<file path="config.mk">
export PLATFORM = sky130hd
export DESIGN_NAME = pwm_duty_ramp
export DESIGN_NICKNAME = d
export VERILOG_FILES = /design/src/rtl/pwm_duty_ramp_pkg.sv /design/src/rtl/pwm_duty_ramp_tick_gen.sv /design/src/rtl/pwm_duty_ramp.sv
export SDC_FILE = /design/constraint.sdc
export NUM_CORES = 1
export LEC_CHECK = 0
export ABC_AREA = 1
export ABC_CLOCK_PERIOD_IN_PS = 3100
export CAP_MARGIN = 20
export CORE_MARGIN = 1.5
export CORE_UTILIZATION = 30
export CTS_CLUSTER_DIAMETER = 60
export DETAILED_ROUTE_END_ITERATION = 12
export SYNTH_ARGS = -nofsm -noshare
export SYNTH_HDL_FRONTEND = slang
export SYNTH_SLANG_ARGS = --single-unit
</file>
<file path="constraint.sdc">
create_clock -name clk -period 3.1 [get_ports clk]
set_input_delay 0.62 -clock clk [delete_from_list [all_inputs] [get_ports clk]]
set_output_delay 0.62 -clock clk [all_outputs]
set_load 0.02 [all_outputs]
</file>
<file path="src/rtl/pwm_duty_ramp_pkg.sv">
// Shared types and helpers for the PWM duty ramp stage and its prescaler.
package pwm_pkg;

  typedef enum logic {
    RAMP_IDLE,
    RAMP_RUN
  } ramp_state_t;

  // Full-scale duty for an r-bit PWM. The duty bus is one bit wider so that 100% is representable.
  function automatic logic [31:0] duty_max(input int unsigned r);
    return 32'(1) << r;
  endfunction

  function automatic logic [31:0] clamp_duty(input logic [31:0] v, input int unsigned r);
    return (v > duty_max(r)) ? duty_max(r) : v;
  endfunction

endpackage

</file>
<file path="src/rtl/pwm_duty_ramp_tick_gen.sv">
// 32-bit prescaler that pulses tick on the last count of each STEP_DIV-cycle period.
module pwm_tick_gen #(
  parameter int unsigned STEP_DIV = 2_500_000
) (
  input  logic clk,
  input  logic rst,
  input  logic clr,
  input  logic en,
  output logic tick
);

  localparam logic [31:0] LAST = 32'(STEP_DIV - 1);

  logic [31:0] count_q;
  logic [31:0] count_d;

  always_comb begin
    count_d = count_q;
    if (clr) begin
      count_d = '0;
    end else if (en) begin
      count_d = (count_q == LAST) ? '0 : count_q + 32'd1;
    end
  end

  always_ff @(posedge clk or posedge rst) begin
    if (rst) begin
      count_q <= '0;
    end else begin
      count_q <= count_d;
    end
  end

  assign tick = en && (count_q == LAST);

endmodule

</file>
<file path="src/rtl/pwm_duty_ramp.sv">
// Duty slew stage: ramps duty one LSB per STEP_DIV clocks toward an accepted target.
// Optional mid-ramp retargeting is enabled by defining PWM_RAMP_RETARGET_EN.
module pwm_duty_ramp
  import pwm_pkg::*;
#(
  parameter int unsigned R        = 8,
  parameter int unsigned STEP_DIV = 2_500_000
) (
  input  logic       clk,
  input  logic       rst,
  input  logic       tgt_valid,
  output logic       tgt_ready,
  input  logic [R:0] tgt_duty,
  output logic [R:0] duty,
  output logic       busy,
  output logic       done
);

  ramp_state_t state_q, state_d;
  logic [R:0]  tgt_q, tgt_d;
  logic [R:0]  duty_q, duty_d;
  logic        done_q, done_d;

  logic        xfer;
  logic        tick;
  logic        presc_clr;
  logic [R:0]  tgt_clamped;
  logic [R:0]  duty_stepped;

  assign tgt_clamped = (R+1)'(clamp_duty(32'(tgt_duty), R));

`ifdef PWM_RAMP_RETARGET_EN
  assign tgt_ready = 1'b1;
`else
  assign tgt_ready = (state_q == RAMP_IDLE);
`endif

  assign xfer      = tgt_valid && tgt_ready;
  assign presc_clr = xfer && (state_q == RAMP_IDLE);

  pwm_tick_gen #(
    .STEP_DIV(STEP_DIV)
  ) u_tick (
    .clk (clk),
    .rst (rst),
    .clr (presc_clr),
    .en  (state_q == RAMP_RUN),
    .tick(tick)
  );

  // Full-width compare so the direction can never be fooled by wrap-around.
  assign duty_stepped = (tgt_q > duty_q) ? duty_q + 1'b1 : duty_q - 1'b1;

  always_comb begin
    state_d = state_q;
    tgt_d   = tgt_q;
    duty_d  = duty_q;
    done_d  = 1'b0;
    unique case (state_q)
      RAMP_IDLE: begin
        if (xfer) begin
          tgt_d = tgt_clamped;
          if (tgt_clamped == duty_q) begin
            done_d = 1'b1;
          end else begin
            state_d = RAMP_RUN;
          end
        end
      end
      RAMP_RUN: begin
        if (tick) begin
          duty_d = duty_stepped;
          if (duty_stepped == tgt_q) begin
            state_d = RAMP_IDLE;
            done_d  = 1'b1;
          end
        end
`ifdef PWM_RAMP_RETARGET_EN
        // A new target overrides any completion decided above; it is judged against the post-step duty.
        if (xfer) begin
          tgt_d = tgt_clamped;
          if (tgt_clamped == duty_d) begin
            state_d = RAMP_IDLE;
            done_d  = 1'b1;
          end else begin
            state_d = RAMP_RUN;
            done_d  = 1'b0;
          end
        end
`endif
      end
      default: state_d = RAMP_IDLE;
    endcase
  end

  always_ff @(posedge clk or posedge rst) begin
    if (rst) begin
      state_q <= RAMP_IDLE;
      tgt_q   <= '0;
      duty_q  <= '0;
      done_q  <= 1'b0;
    end else begin
      state_q <= state_d;
      tgt_q   <= tgt_d;
      duty_q  <= duty_d;
      done_q  <= done_d;
    end
  end

  assign duty = duty_q;
  assign busy = (state_q == RAMP_RUN);
  assign done = done_q;

endmodule

</file>
== After elaboration in Yosys (flattened, before gate mapping) ==
Index checks and enable logic that the tools add are counted.

* Logic and storage cells: 35
* Input bits: 12
* Memory bits (read-only): 0
* Bits in writable memories: 0
* Memories kept: 0
* Bits in latches: 0
* Output and inout bits: 12
* Flip-flop bits (word level): 52

* Shift-type cells: 0
* Order comparisons: 2
* Divide/modulo/power cells: 0
* Add/sub/neg operators: 3
* Reduce and logical (&&, ||, !) cells: 6
* Eq/ne operators: 3
* Multiply operators: 0
* Bitwise logic cells: 1
* Multiplexer cells: 15

{| class="wikitable"
|+ Operators by type and width
! cell !! count
|-
| 32-bit 2-to-1 mux || 3
|-
| 32-bit by 1-bit adder with 32-bit output (second input constant) || 1
|-
| 32-bit by 22-bit equality test with 1-bit output (second input constant) || 1
|-
| 9-bit equality test || 2
|-
| 9-bit 2-to-1 mux || 2
|-
| 9-bit by 1-bit adder with 9-bit output (second input constant) || 1
|-
| 9-bit > comparator || 1
|-
| 9-bit > comparator (second input constant) || 1
|-
| 9-bit by 1-bit subtractor with 9-bit output (second input constant) || 1
|-
| 1-bit 2-to-1 mux || 8
|-
| 1-bit case mux with 2 select lines || 2
|-
| 2-bit AND reduction || 2
|-
| 1-bit logical AND || 3
|-
| 2-bit nonzero test || 1
|-
| 1-bit inverter || 1
|}

== Depth between registers and ports, before layout ==
* Word-level depth: 6
* Gate-level depth with buffers: 24
* Depth with buffers taken out: 24

== By module ==
From an unflattened synthesis, not the netlist that was laid out.

* Cell total of the unflattened synthesis: 609
* Area, all modules: 3,948.8 um^2

{| class="wikitable"
|+ Modules (own cells, without submodules)
! module !! area each (um^2) !! times used !! cells each !! seq. area each (um^2)
|-
| pwm_tick_gen || 2,218.4 || 1 || 351 || 800.8
|-
| pwm_duty_ramp || 1,730.4 || 1 || 258 || 500.5
|}

== Worst setup path before layout ==
Ideal clock, no wire load.

* Path type: reg2reg
* From: reg duty_q[8], in the netlist duty[8]
* To: reg state_q, in the netlist busy
* Setup time: 0.117 ns
* Cell stages (with the launch flop): 22
* Setup slack: 0.218 ns
* Clock period less this slack: 2.882 ns
* Data required time: 2.983 ns
* Path buffers: 0
* Arrival time: 2.765 ns
* Path through: dfrtp_1 inv_1 ha_1 nand2_1 nor2_1 nand3_1 nand3_1 nand2_1 ha_1 nand2_1 nand2_1 inv_1 nand2_1 nand3_1 nand2_1 nand2_1 nand3_1 nand2_1 nor3_2 nand2_1 nand2_1 nand2_1

* Cells in the longest elaborated chain, start to end: 6
* Elaborated cells on any way between the ends: 11
* Classes of those cells: add/sub (2); order compare (1); eq/ne (2); mux (6)

{| class="wikitable"
|+ Ends and longest elaborated chain
! what !! RTL line !! text
|-
| start, declared || pwm_duty_ramp.sv:21 || <nowiki>logic [R:0] duty_q, duty_d;</nowiki>
|-
| start signal, assigned || pwm_duty_ramp.sv:105 || <nowiki>duty_q <= duty_d;</nowiki>
|-
| 9-bit by 1-bit subtractor with 9-bit output, or another cell as far along || pwm_duty_ramp.sv:52 || <nowiki>assign duty_stepped = (tgt_q > duty_q) ? duty_q + 1'b1 : duty_q - 1'b1;</nowiki>
|-
| 9-bit 2-to-1 mux || pwm_duty_ramp.sv:52 ||
|-
| 9-bit equality test || pwm_duty_ramp.sv:73 || <nowiki>if (duty_stepped == tgt_q) begin</nowiki>
|-
| 1-bit 2-to-1 mux || pwm_duty_ramp.sv:73 ||
|-
| 1-bit 2-to-1 mux || pwm_duty_ramp.sv:71 || <nowiki>if (tick) begin</nowiki>
|-
| 1-bit case mux with 2 select lines (*) || pwm_duty_ramp.sv:59 || <nowiki>unique case (state_q)</nowiki>
|-
| via state_d || pwm_duty_ramp.sv:19 || <nowiki>ramp_state_t state_q, state_d;</nowiki>
|-
| end signal, assigned || pwm_duty_ramp.sv:103 || <nowiki>state_q <= state_d;</nowiki>
|-
| end, declared || pwm_duty_ramp.sv:19 ||
|}

Mark *: on every way through the listed nets, which the timed path passes. The rest lies on a longest branch.
A chain may end at the register's enable or synchronous reset.

== Worst setup path in the final report ==
* From: reg tgt_q[6]
* To: reg state_q, in the netlist busy

* Cells in the longest elaborated chain, start to end: 6

{| class="wikitable"
|+ Ends and longest elaborated chain
! what !! RTL line !! text
|-
| start, declared || pwm_duty_ramp.sv:20 || <nowiki>logic [R:0] tgt_q, tgt_d;</nowiki>
|-
| start signal, assigned || pwm_duty_ramp.sv:104 || <nowiki>tgt_q <= tgt_d;</nowiki>
|-
| 9-bit > comparator || pwm_duty_ramp.sv:52 ||
|-
| 9-bit 2-to-1 mux || pwm_duty_ramp.sv:52 ||
|-
| 9-bit equality test (*) || pwm_duty_ramp.sv:73 ||
|-
| 1-bit 2-to-1 mux (*) || pwm_duty_ramp.sv:73 ||
|-
| 1-bit 2-to-1 mux (*) || pwm_duty_ramp.sv:71 ||
|-
| 1-bit case mux with 2 select lines (*) || pwm_duty_ramp.sv:59 ||
|-
| via state_d || pwm_duty_ramp.sv:19 ||
|}

Marks and branches as above.

==> impl_metrics.csv <==
group,metric,value,unit
status,status,"finished, final reports clean",
clocking,root_buffer,"clkbuf_16",
final_layout,finalNetCount,682,
power_and_ir_drop,power.leakage,2.19,nW
drt,wire_per_inst,14.5,microns
setup_path,crit_family,"simple AND/OR/NAND/NOR gates",
setup_path,crit_buf_inv,3,
global_route,grt_max_degree,53,
drt,final_antenna_net_count,0,
clocking,htree_levels,2,
final_layout,final_common_cell,"nand2_1",
floorplan,num_rows,42,
global_route,antenna_found_initial,0,
setup_path,crit_chain,"ha_1 > nand2_1 > nor2_2 > nand4_1 > nand2_4 > inv_1 > fa_2 > inv_2 > nand3_1 > nand2_2 > nand2_1 > nand3_1 > inv_1 > nor2_1 > nand3_1 > nor3_2 > nand2_1 > nand2_1 > nand2_1",
power_and_ir_drop,p_per_area,313,mW/mm^2
global_route,grt_pass1_vias,4072,
logic_synthesis,synth_ff_type,"dfrtp_1",
setup_path,r2r-start,"tgt_q[6]",
final_layout,mostFrequentLayoutCells,"153 x nand2_1, 83 x inv_1, 59 x nor2_1",
place,place_worst_setup_slack,-0.0619,ns
drt,drtIter0Drc,236,
place,place_area,0.00462,sq mm
setup_path,crit_type,"flop to flop",
sta,hold_viol_final,0,
place,routabilityCongestion,0.921,
sta,setup_viol,0,
floorplan,dieArea,0.0144,sq mm
drt,vias,4195,
drt,drc_errors,0,
floorplan,initial_utilization,30.8,%
clocking,clk_path_buf_depth,2,
flow_run,max_cap_violations,0,
place,portBuffers,23,
logic_synthesis,synthCells,613,
setup_path,end_kind,"flop",
sta,worst-slew-pin-transition,0.678,ns
final_layout,fillers,1401,
logic_synthesis,synth_area_leaders,"dfrtp_1 32%, nand2_1 14%, inv_1 7.9%",
final_layout,final_layout_size_suffix_gt1_share,11.3,%
setup_path,crit_path_max_incr_delay,0.41,ns
global_route,grt-ovfl-total,0,
final_layout,area_growth,19.1,%
setup_path,crit_fanout,7,
final_layout,regArea,0.00130,sq mm
sta,finalWorstSetupSlack,0.192,ns
logic_synthesis,synth-seq-area-share,31.8,%
power_and_ir_drop,total_power,1.53,mW
sta,fin_crit_sh,93.8,%
global_route,grt_pass1_wl,20100,microns
logic_synthesis,ys_warn_count,0,
floorplan,core_area,0.0133,sq mm
logic_synthesis,async_flop_share,100,%
drt,first_pass_iters,5,
drt,totalWireLength,12000,microns
clocking,path_clk_slew,0.07,ns
logic_synthesis,avgSynthCellArea,6.68,sq um
logic_synthesis,syn_area,0.00410,sq mm
hold_path,hp-start,"tgt_q[0]",
sta,finClkSkew,0.00853,ns
clocking,clkLatencyLatePin,0.30,ns
logic_synthesis,syn_nets,644,
global_route,gr-usage-all-layers,17.5,%
final_layout,multiInputGateArea,0.00246,sq mm
hold_path,hold_path_class,"flop to flop",
setup_path,crit_arrival,3.10,ns
floorplan,ios,24,
floorplan,die_h,120,microns
setup_path,worstPathRequired,3.29,ns
place,place.detailed.hpwl,9460,microns
sta,period_minus_slack,2.91,ns
logic_synthesis,yosysTopAreaCellShare,31.8,%
setup_path,cp_common_cell,"nand2_1",
final_layout,n_antenna_cell,0,
setup_path,crit_start,"tgt_q[6]",
clocking,cts_tree,"built",
logic_synthesis,ys_seq_elements,52,
sta,max_slew_margin,54.8,%
logic_synthesis,synth_edf_count,0,
drt,vias_per_cell,5.07,
clocking,numClockSinks,52,
setup_path,cp-start-kind,"flop",
sta,slew_viol_final,0,
logic_synthesis,synth.distinct_cells,39,
setup_path,critPathSlowestCell,"dfrtp_1",
sta,clock.fmax,344,MHz
final_layout,final_area,0.00488,sq mm
power_and_ir_drop,max-vdd-ir-drop,0.194,mV
floorplan,die_w,120,microns
clocking,cts_buffers,5,
logic_synthesis,yosysTopAreaCell,"dfrtp_1",
==> layer usage <==
layer / GRT usage, % / share of wire [%]
met1: 23.0 / 46
met2: 29.5 / 47
met3: 2.66 / 4.1
met4: 5.65 / 2.9
met5: 0 / 0
==> registers in the layout (all words and copies together), names as in the netlist <==
name            flops
busy                1
done                1
duty                9
tgt_q               9
u_tick.count_q     32
==> path summary, 6_finish.rpt <==
| check | end | slack, ns | cells after the start |
|---|---|---|---|
| worst max-delay path | busy | 0.19 | 19 |
| worst min-delay path | tgt_q[0] | 0.49 | 2 |
| worst max register to register | busy | 0.19 | 19 |
| worst min register to register | tgt_q[0] | 0.49 | 2 |
| max in group asynchronous | u_tick.count_q[19] | 1.81 | 3 |
| min in group asynchronous | tgt_q[2] | 0.83 | 3 |
==> through the flow <==
step | std cells | setup TNS, ns | hold WS (ns) | util (%)
2_1_floorplan | 613 | 0 | 0.453 | -
3_3_place_gp | 817 | -0.00664 | 0.474 | 34.7
3_5_place_dp | 817 | -0.0619 | 0.486 | 34.7
4_1_cts | 825 | 0 | 0.504 | 36.0
5_1_grt | 828 | -0.0267 | 0.550 | 36.7
6_report | 828 | 0 | 0.494 | 36.7
==> layout make-up <==
type / instances / share of cell area (%)
Clock buffer: 6 / 2.64
Multi-Input combinational cell: 454 / 50.4
Clock inverter: 2 / 0.718
Tap cell: 176 / 4.51
Inverter: 95 / 7.33
Sequential cell: 52 / 26.7
Timing Repair Buffer: 43 / 7.79
==> Yosys cell counts, types with 4 or more instances <==
master,instances
nand2_1,157
inv_1,86
nor2_1,60
dfrtp_1,52
nand3_1,51
o21ai_0,28
nand4_1,23
a21oi_1,18
ha_1,18
nor3_1,15
o22ai_1,13
xor2_1,13
o21ai_1,12
nor4_1,11
inv_2,7
buf_2,6
clkbuf_1,5
nand2_2,5
nor2_2,4
nor3_2,4
==> tightest hold or removal path: stages (launching register included) <==
cell and delay [ns]:
dfrtp_1 0.34, nand2_1 0.05, o21ai_0 0.06
==> kinds of logic (layout without fill, tap and decap cells) <==
logic type,after synthesis,after routing,share of synthesized area (%)
adders and majority gates,19,19,5.98
and+or+nand+nor,342,342,38.6
AOI/OAI and AO/OA,80,80,10.8
buffers and inverters,107,146,10.1
xor gates and xnor gates,13,13,2.78
DFF,52,52,31.8
==> timing repair <==
item / CTS / global route
pin swaps: 0 / 6
gates resized for setup: 2 / 16
hold buffers: 0 / 0
gates cloned: 0 / 0
setup endpoints to repair: 2 / 2
setup buffers: 0 / 3
==> report_power, final <==
part	internal (mW)	switching [mW]
Sequential	0.688	0.0144
Combinational	0.0711	0.117
Clock	0.381	0.257
Power figures use the tool's default switching activity.
